### src/rtl/flag_update_unit_pkg.sv
// Shared definitions for the NZCV flag producer: flag bit positions, op-class codes and FSM states.
package flag_update_unit_pkg;

   localparam int FLAG_N = 3;
   localparam int FLAG_Z = 2;
   localparam int FLAG_C = 1;
   localparam int FLAG_V = 0;

   localparam logic [1:0] OPC_LOGIC = 2'b00;
   localparam logic [1:0] OPC_ARITH = 2'b01;
   localparam logic [1:0] OPC_MUL   = 2'b10;
   localparam logic [1:0] OPC_RSVD  = 2'b11;

   typedef enum logic {
      IDLE     = 1'b0,
      MUL_PEND = 1'b1
   } state_t;

endpackage

### src/rtl/flag_update_unit_nz_gen.sv
// Combinational negative/zero detection over a full-width result word.
module flag_nz_gen #(
   parameter int DATA_W = 32
) (
   input  logic [DATA_W-1:0] value,
   output logic              n,
   output logic              z
);

   assign n = value[DATA_W-1];
   assign z = (value == '0);

endmodule

### src/rtl/flag_update_unit.sv
// NZCV flag producer with multi-cycle multiply tracking and MSR-style direct write.
// Build option FLAG_BYPASS_EN: flag_next_out shows the post-edge flags combinationally.
//
// state    | meaning
// ---------+-----------------------------------------------------------
// IDLE     | ALU updates accepted, no multiply flag update outstanding
// MUL_PEND | waiting for mul_done_in; busy asserted, ALU updates ignored
module flag_update_unit
   import flag_update_unit_pkg::*;
#(
   parameter int DATA_W      = 32,
   parameter int MUL_TIMEOUT = 16
) (
   input  logic              clk_in,
   input  logic              rst_in,
   input  logic              valid_in,
   input  logic              instr_exec_in,
   input  logic              set_flags_in,
   input  logic [1:0]        op_class_in,
   input  logic [DATA_W-1:0] alu_result_in,
   input  logic              alu_carry_in,
   input  logic              alu_ovf_in,
   input  logic              shift_carry_in,
   input  logic              mul_done_in,
   input  logic [DATA_W-1:0] mul_result_in,
   input  logic              msr_we_in,
   input  logic [3:0]        msr_data_in,
   output logic [3:0]        flag_register_out,
   output logic [3:0]        flag_next_out,
   output logic              flag_busy_out,
   output logic              mul_timeout_out
);

   localparam int CW = $clog2(MUL_TIMEOUT) + 1;
   localparam logic [CW-1:0] CNT_LAST = CW'(MUL_TIMEOUT - 1);

   state_t          state, state_nxt;
   logic [CW-1:0]   cnt, cnt_nxt;
   logic [3:0]      flags, flags_nxt;
   logic            timeout, timeout_nxt;
   logic            upd;
   logic            alu_n, alu_z, mul_n, mul_z;

   flag_nz_gen #(.DATA_W(DATA_W)) u_alu_nz (
      .value (alu_result_in),
      .n     (alu_n),
      .z     (alu_z)
   );

   flag_nz_gen #(.DATA_W(DATA_W)) u_mul_nz (
      .value (mul_result_in),
      .n     (mul_n),
      .z     (mul_z)
   );

   assign upd = valid_in & instr_exec_in & set_flags_in & (state == IDLE);

   always_ff @(posedge clk_in) begin
      if (rst_in) begin
         state   <= IDLE;
         cnt     <= '0;
         flags   <= '0;
         timeout <= 1'b0;
      end else begin
         state   <= state_nxt;
         cnt     <= cnt_nxt;
         flags   <= flags_nxt;
         timeout <= timeout_nxt;
      end
   end

   always_comb begin
      state_nxt   = state;
      cnt_nxt     = cnt;
      timeout_nxt = 1'b0;
      case (state)
         IDLE: begin
            if (upd && op_class_in == OPC_MUL) begin
               state_nxt = MUL_PEND;
               cnt_nxt   = '0;
            end
         end
         MUL_PEND: begin
            if (mul_done_in) begin
               state_nxt = IDLE;
            end else if (cnt == CNT_LAST) begin
               state_nxt   = IDLE;
               timeout_nxt = 1'b1;
            end else begin
               cnt_nxt = cnt + CW'(1);
            end
         end
         default: state_nxt = IDLE;
      endcase
   end

   // Later assignments override earlier ones: mul_done N/Z > msr > ALU.
   always_comb begin
      flags_nxt = flags;
      if (upd) begin
         case (op_class_in)
            OPC_LOGIC: begin
               flags_nxt[FLAG_N] = alu_n;
               flags_nxt[FLAG_Z] = alu_z;
               flags_nxt[FLAG_C] = shift_carry_in;
            end
            OPC_ARITH: begin
               flags_nxt[FLAG_N] = alu_n;
               flags_nxt[FLAG_Z] = alu_z;
               flags_nxt[FLAG_C] = alu_carry_in;
               flags_nxt[FLAG_V] = alu_ovf_in;
            end
            default: ;
         endcase
      end
      if (msr_we_in) begin
         flags_nxt = msr_data_in;
      end
      if (state == MUL_PEND && mul_done_in) begin
         flags_nxt[FLAG_N] = mul_n;
         flags_nxt[FLAG_Z] = mul_z;
      end
   end

   assign flag_register_out = flags;
   assign flag_busy_out     = (state == MUL_PEND);
   assign mul_timeout_out   = timeout;

`ifdef FLAG_BYPASS_EN
   assign flag_next_out = rst_in ? 4'b0000 : flags_nxt;
`else
   assign flag_next_out = flags;
`endif

endmodule
### config.mk
export PLATFORM = sky130hd
export DESIGN_NAME = flag_update_unit
export DESIGN_NICKNAME = d
export VERILOG_FILES = /design/src/rtl/flag_update_unit_pkg.sv /design/src/rtl/flag_update_unit_nz_gen.sv /design/src/rtl/flag_update_unit.sv
export SDC_FILE = /design/constraint.sdc
export NUM_CORES = 1
export LEC_CHECK = 0
export BUFFER_PORTS_ARGS = -buffer_cell sky130_fd_sc_hd__buf_2
export CAP_MARGIN = 20
export CORE_ASPECT_RATIO = 1.5
export CORE_MARGIN = 8
export CORE_UTILIZATION = 30
export CTS_CLUSTER_DIAMETER = 200
export DETAILED_ROUTE_END_ITERATION = 7
export HOLD_SLACK_MARGIN = 0.1
export PLACE_DENSITY = 0.83
export RECOVER_POWER = 100
export SLEW_MARGIN = 10
export SYNTH_ARGS = -nofsm -noshare
export SYNTH_HDL_FRONTEND = slang
export SYNTH_SLANG_ARGS = --single-unit
### constraint.sdc
create_clock -name clk_in -period 2 [get_ports clk_in]
set_clock_uncertainty 0.2 [all_clocks]
set_input_delay 0.3 -clock clk_in [delete_from_list [all_inputs] [get_ports clk_in]]
set_output_delay 0.3 -clock clk_in [all_outputs]
set_load 0.02 [all_outputs]
==> results of run 1 <==
worst paths after layout:
path / start / end / slack [ns]
min reg2reg: cnt[4] / cnt[4] / 0.25
min: rst_in / cnt[1] / 0.12
max: cnt[0] / cnt[3] / 0.07
max reg2reg: cnt[0] / cnt[3] / 0.07
layout make-up:
class | count | area (um^2)
clock buffers | 4 | 26.3
fillers | 254 | 1180
inverters | 1 | 3.75
multi-input cells | 71 | 515
flip-flops and latches | 11 | 221
well taps | 24 | 30.0
repair buffers | 97 | 497
power by group:
group	internal, mW	total, mW	switching [mW]
combinational	0.0825	0.151	0.0689
sequential	0.225	0.230	0.00450
clock	0.0771	0.151	0.0742
total	0.385	0.532	0.148
logic make-up after synthesis:
logic type	Yosys count
mux	4
xor+xnor	2
simple gates	51
flops	11
buf+inv	7
compound gates	12
fa+ha+maj	2
metrics by stage:
stage | setup TNS [ns] | hold slack [ns]
global placement | 0 | 0.240
global route | -0.00673 | 0.132
CTS | 0 | 0.119
finish | 0 | 0.116
floorplan | 0 | 0.176
detailed placement | 0 | 0.248
cell usage after synthesis, types with 2 or more instances:
library cell and n:
nor4_1 12, dfxtp_1 11, nor2_1 9, a21oi_1 6
nand2_1 5, buf_4 4, nand3_1 3, nand4_1 3
nor4_2 3, ha_1 2, mux2_1 2, mux2i_1 2
nor3_1 2, nor3b_2 2, o21ai_1 2
sequential cells by signal, summed over array words and instances, names as in the netlist:
signal / flops
flag_next_out: 4
flag_busy_out: 1
mul_timeout_out: 1
cnt: 5
worst max-delay path, stage by stage, from the launching register on:
cell and delay, ns:
dfxtp_2 0.33, ha_1 0.22, and3_4 0.18, ha_2 0.18, nor3b_4 0.22, nor2_2 0.06, or3_1 0.34, a21oi_1 0.13
timing repair:
| action | in CTS | in global routing |
|---|---|---|
| setup endpoints to repair | 0 | 2 |
| hold endpoints to repair | 3 | 0 |
| resized for setup | 0 | 4 |
| hold buffers | 3 | 0 |
| setup buffers | 0 | 1 |
metal layers:
metal | global-route usage | vias up | part of all wire
met4 | 0.0296 | 0 | 0.0036
li1 | - | 529 | -
met2 | 0.265 | 63 | 0.50
met3 | 0.0653 | 2 | 0.13
met1 | 0.139 | 461 | 0.36
met5 | 0 | - | 0
==> summary.md, run 1 <==
| Metric | Value |
|---|---|
| Maximum clock rate | `0.517 GHz` |
| TritonCTS clock tree | `done` |
| Core box area | `2480 um^2` |
| Commonest non-fill, non-tap cell in the layout | `buf_2` |
| PortBufs | `89` |
| Crit end category | `register` |
| Max Root-Sink Buffers | `2` |
| Post-synthesis compound-gate area fraction | `0.0974` |
| Fin. Hold Viols | `0` |
| Net Count, Synth | `171` |
| Measured slew at the worst slew-check pin | `0.288 ns` |
| Final count of pins violating max slew | `0` |
| Worst setup SP type | `register` |
| Routed WL | `3340 um` |
| HP Class | `input port to register` |
| Commonest non-fill, non-tap cells in the layout | `79 x buf_2, 12 x nor4_1, 12 x clkbuf_1` |
| Area share of the leading cell type in the synthesized netlist | `0.281` |
| Synth Area in XOR/XNOR | `0.0224` |
| Largest family of logic cells by synthesized area | `simple AND/OR/NAND/NOR gates` |
| Root Driver | `clkbuf_4` |
| P_leak | `0.579 nW` |
| Final WS setup | `0.0660 ns` |
| PD cells | `411 nW/um^2` |
| Die footprint | `4540 um^2` |
| Top cells by area, synth | `dfxtp_1 28%, nor4_1 9.6%, nor4_2 4.8%` |
| Via density | `5.07` |
| Io pins | `90` |
| Die Wd | `57.7 um` |
| Peak supply drop | `0.000254 V` |
| Mapped Cells | `89` |
| Crit path required time | `2.00 ns` |
| Detailed-placement wirelength estimate | `2860 um` |
| Nets | `267` |
| Post-layout util | `0.522` |
| Total Power | `0.532 mW` |
| Die Span Y | `78.6 um` |
| CTS buffer count | `3` |
| DRT iter0 DRCs | `25` |
| Crit Path Category | `register to register` |
| Row count | `22` |
| Routed wire length per instance | `16.1 um` |
| Area of the mapped netlist | `783 um^2` |
| #FFs+latches synth | `11` |
| Syn avg cell area | `8.80 um^2` |
| Hold path cells | `2` |
| DRC violation count after routing | `0` |
| CTS sink cnt | `11` |
| Run status | `finished clean` |
| Global route overflow | `0` |
| Largest net degree at the start of global routing | `10` |
| Simple-Gate Fraction of Synth Area | `0.450` |
| Async S/R FF share, synth | `0` |
| Vias in the first global route | `1126` |
| Finish-stage setup viols | `0` |
| Register area share after synthesis | `0.281` |
| Antenna violations before repair | `0` |
| Pre-CTS setup slack | `0.0655 ns` |
| Tcrit/Tclk final | `0.967` |
| Worst-Skew Late Latency | `0.26 ns` |
| Placed cells | `200` |
| Headroom to the max-slew limit | `0.809` |
| R2R depth | `7` |
| Htree depth | `1` |
| Maxcap violations | `0` |
| Finished Cell Area | `1290 um^2` |
| Adder-Cell Fraction of Synth Area | `0.0319` |
| CP Max Fanout | `3` |
| EDFF count, synth | `0` |
| Area Growth Syn to Fin | `65.2%` |
| GRT Util Overall | `0.142` |
| Share of layout cells above drive strength 1 | `0.533` |
| Mux cell area share after synthesis | `0.0543` |
| Total number of vias | `1055` |
| Antenna-violating nets left | `0` |
| First-pass GRT wire length | `5290 um` |
| CP arrival | `1.93 ns` |
| Min Tclk post-route | `1.93 ns` |
| Final std cells w/o fill | `208` |
| Routability cong. | `0.806` |
| Count of cell types in the netlist | `36` |
| Ant diodes | `0` |
| Drt pass-1 iters | `4` |
| Initial core utilization | `0.316` |
| Post-synth top area cell | `dfxtp_1` |
| Top FF cell, synth | `dfxtp_1` |
| Placed inst area | `1250 um^2` |
| Ys Warns | `0` |
| Clock-pin slew on the worst setup and hold paths | `0.07 ns` |
No activity file was read; power rests on OpenSTA's default activity.
==> run 2: changes to the inputs <==
--- a/config.mk
+++ b/config.mk
@@ -7,7 +7,7 @@
 export LEC_CHECK = 0
 export BUFFER_PORTS_ARGS = -buffer_cell sky130_fd_sc_hd__buf_2
 export CAP_MARGIN = 20
-export CORE_ASPECT_RATIO = 1.5
+export CORE_ASPECT_RATIO = 0.75
 export CORE_MARGIN = 8
 export CORE_UTILIZATION = 30
 export CTS_CLUSTER_DIAMETER = 200
==> summary.md, run 2 (synthesis results as in run 1) <==
| Metric | Value |
|---|---|
| Maximum clock rate | `0.521 GHz (+0.83%)` |
| Layout filler cell count | `265 (+4.3%)` |
| Post-layout util | `0.511 (-0.0114)` |
| Top reg by flops | `cnt` |
| Antenna violations before repair | `0 (unchanged)` |
| PortBufs | `89 (unchanged)` |
| Maxcap violations | `0 (unchanged)` |
| Worst hold slack | `0.115 ns (-0.000935 ns)` |
| CP arrival | `1.92 ns (about the same)` |
| Commonest non-fill, non-tap cell in the layout | `buf_2` |
| Antenna-violating nets left | `0 (unchanged)` |
| Routed WL | `3130 um (-6.3%)` |
| Drt pass-1 iters | `4 (unchanged)` |
| Final WS setup | `0.0819 ns (+0.0159 ns)` |
| First-pass GRT wire length | `4890 um (-7.6%)` |
| Core box area | `2540 um^2 (+2.6%)` |
| Io pins | `90 (unchanged)` |
| Measured slew at the worst slew-check pin | `0.349 ns (+0.0601 ns)` |
| Die Wd | `75 um (+30%)` |
| Multi-input logic area | `505 um^2 (-1.9%)` |
| TritonCTS clock tree | `done` |
| Post-CTS setup buffers | `0 (unchanged)` |
| Vias in the first global route | `1107 (-1.7%)` |
| Row count | `16 (-27%)` |
| Total number of vias | `1016 (-3.7%)` |
| DRC violation count after routing | `0 (unchanged)` |
| Min Tclk post-route | `1.92 ns (-0.0159 ns)` |
| Setup TNS | `0 ns (unchanged)` |
| CTS sink cnt | `11 (unchanged)` |
| Htree depth | `1 (unchanged)` |
| Number of flip-flops in the largest register | `5 (unchanged)` |
| Crit Path Category | `register to register` |
| DRT iter0 DRCs | `31 (+24%)` |
| P_leak | `0.578 nW (-0.15%)` |
| Register Area | `221 um^2 (unchanged)` |
| HP Class | `input port to register` |
| Max Root-Sink Buffers | `2 (unchanged)` |
| CP Max Fanout | `3 (unchanged)` |
| Largest net degree at the start of global routing | `10 (unchanged)` |
| Crit end category | `register` |
| Routed wire length per instance | `14.2 um (-11%)` |
| Initial core utilization | `0.308 (-0.00809)` |
| Peak supply drop | `0.000276 V (+8.8%)` |
| Commonest non-fill, non-tap cells in the layout | `79 x buf_2, 12 x nor4_1, 12 x clkbuf_1` |
| Placed inst area | `1270 um^2 (+1.8%)` |
| Worst setup SP type | `register` |
| CTS buffer count | `3 (unchanged)` |
| Ant diodes | `0 (unchanged)` |
| Nets | `267 (unchanged)` |
| PD cells | `406 nW/um^2 (-1.4%)` |
| Routability cong. | `0.741 (-8.1%)` |
| Finished Cell Area | `1300 um^2 (+0.39%)` |
| Area Growth Syn to Fin | `65.8%` |
| Pre-CTS setup slack | `0.0627 ns (-0.00279 ns)` |
| Detailed-placement wirelength estimate | `2800 um (-2.1%)` |
| Share of layout cells above drive strength 1 | `0.522 (-0.0109)` |
| Run status | `finished clean` |
| Headroom to the max-slew limit | `0.762 (-0.0469)` |
| GRT Util Overall | `0.144 (+0.00164)` |
| Fin. Hold Viols | `0 (unchanged)` |
| Die footprint | `4520 um^2 (-0.37%)` |
| Crit path required time | `2.01 ns (about the same)` |
| Global route overflow | `0 (unchanged)` |
| Setup slack, reg-to-reg | `0.08 ns (+0.02 ns)` |
| Clock-pin slew on the worst setup and hold paths | `0.07 ns (about the same)` |
| Final count of pins violating max slew | `0 (unchanged)` |
| Via density | `4.62 (-8.9%)` |
| Die Span Y | `60.3 um (-23%)` |
| Worst-Skew Late Latency | `0.26 ns (about the same)` |
| RSZ-0062 raised after global routing | `no` |
| Root Driver | `clkbuf_4` |
| Tcrit/Tclk final | `0.959 (-0.00794)` |
| Finish-stage setup viols | `0 (unchanged)` |
run 2: changes by cell type in the layout (fill, tap and decap cells not counted):
| cell | change |
|---|---|
| a2111oi_0 | +1 |
| a2111oi_2 | -1 |
| a21oi_1 | -1 |
| a21oi_2 | +1 |
| and3_1 | +1 |
| and3_4 | -1 |
| nor2_1 | +1 |
| nor2_2 | -1 |
run 2: what timing repair did:
action                                 in CTS  in global routing
endpoints found under the hold margin       3                  0
resized for setup                           0                  3
hold buffers                                3                  0
setup endpoints to repair                   0                  1
run 2: per-layer routing:
| layer | up-vias | part of all wire | routed length (um) | global-route usage |
|---|---|---|---|---|
| met5 | - | 0 | 0 | 0 |
| met4 | 0 | 0.015 | 47 | 0.0500 |
| met3 | 4 | 0.10 | 323 | 0.0620 |
| met2 | 50 | 0.48 | 1490 | 0.243 |
| met1 | 432 | 0.41 | 1270 | 0.156 |
| li1 | 530 | - | - | - |
run 2: through the flow:
stage	instances	power, mW
2_1_floorplan	89	0.293
5_1_grt	220	0.563
4_1_cts	220	0.544
3_3_place_gp	213	0.384
3_5_place_dp	213	0.388
6_report	220	0.527
run 2: critical path, cell delays in order, from the launching register on:
cell and delay (ns):
dfxtp_2 0.34, ha_1 0.20, and3_1 0.19, ha_2 0.19, nor3b_4 0.18, nor2_1 0.07
or3_1 0.37, a21oi_2 0.13
run 2: cell type report:
type | instances | area share
flip-flops and latches | 11 | 0.171
clock buffers | 4 | 0.0202
multi-input cells | 71 | 0.389
inverters | 1 | 0.00289
repair buffers | 97 | 0.382
well taps | 36 | 0.0347
run 2: path summary, 6_finish.rpt:
kind / from / end / cells past startpoint
worst min-delay path: mul_result_in[31] / flag_next_out[3] / 3
worst min register to register: cnt[4] / cnt[4] / 2
worst max register to register: cnt[0] / cnt[3] / 7
worst max-delay path: cnt[0] / cnt[3] / 7
run 2: power breakdown:
| part | internal [mW] | switching (mW) | leakage [nW] |
|---|---|---|---|
| sequential | 0.225 | 0.00424 | 0.0901 |
| clock | 0.0772 | 0.0704 | 0.0150 |
| combinational | 0.0823 | 0.0675 | 0.473 |
| total | 0.385 | 0.142 | 0.578 |
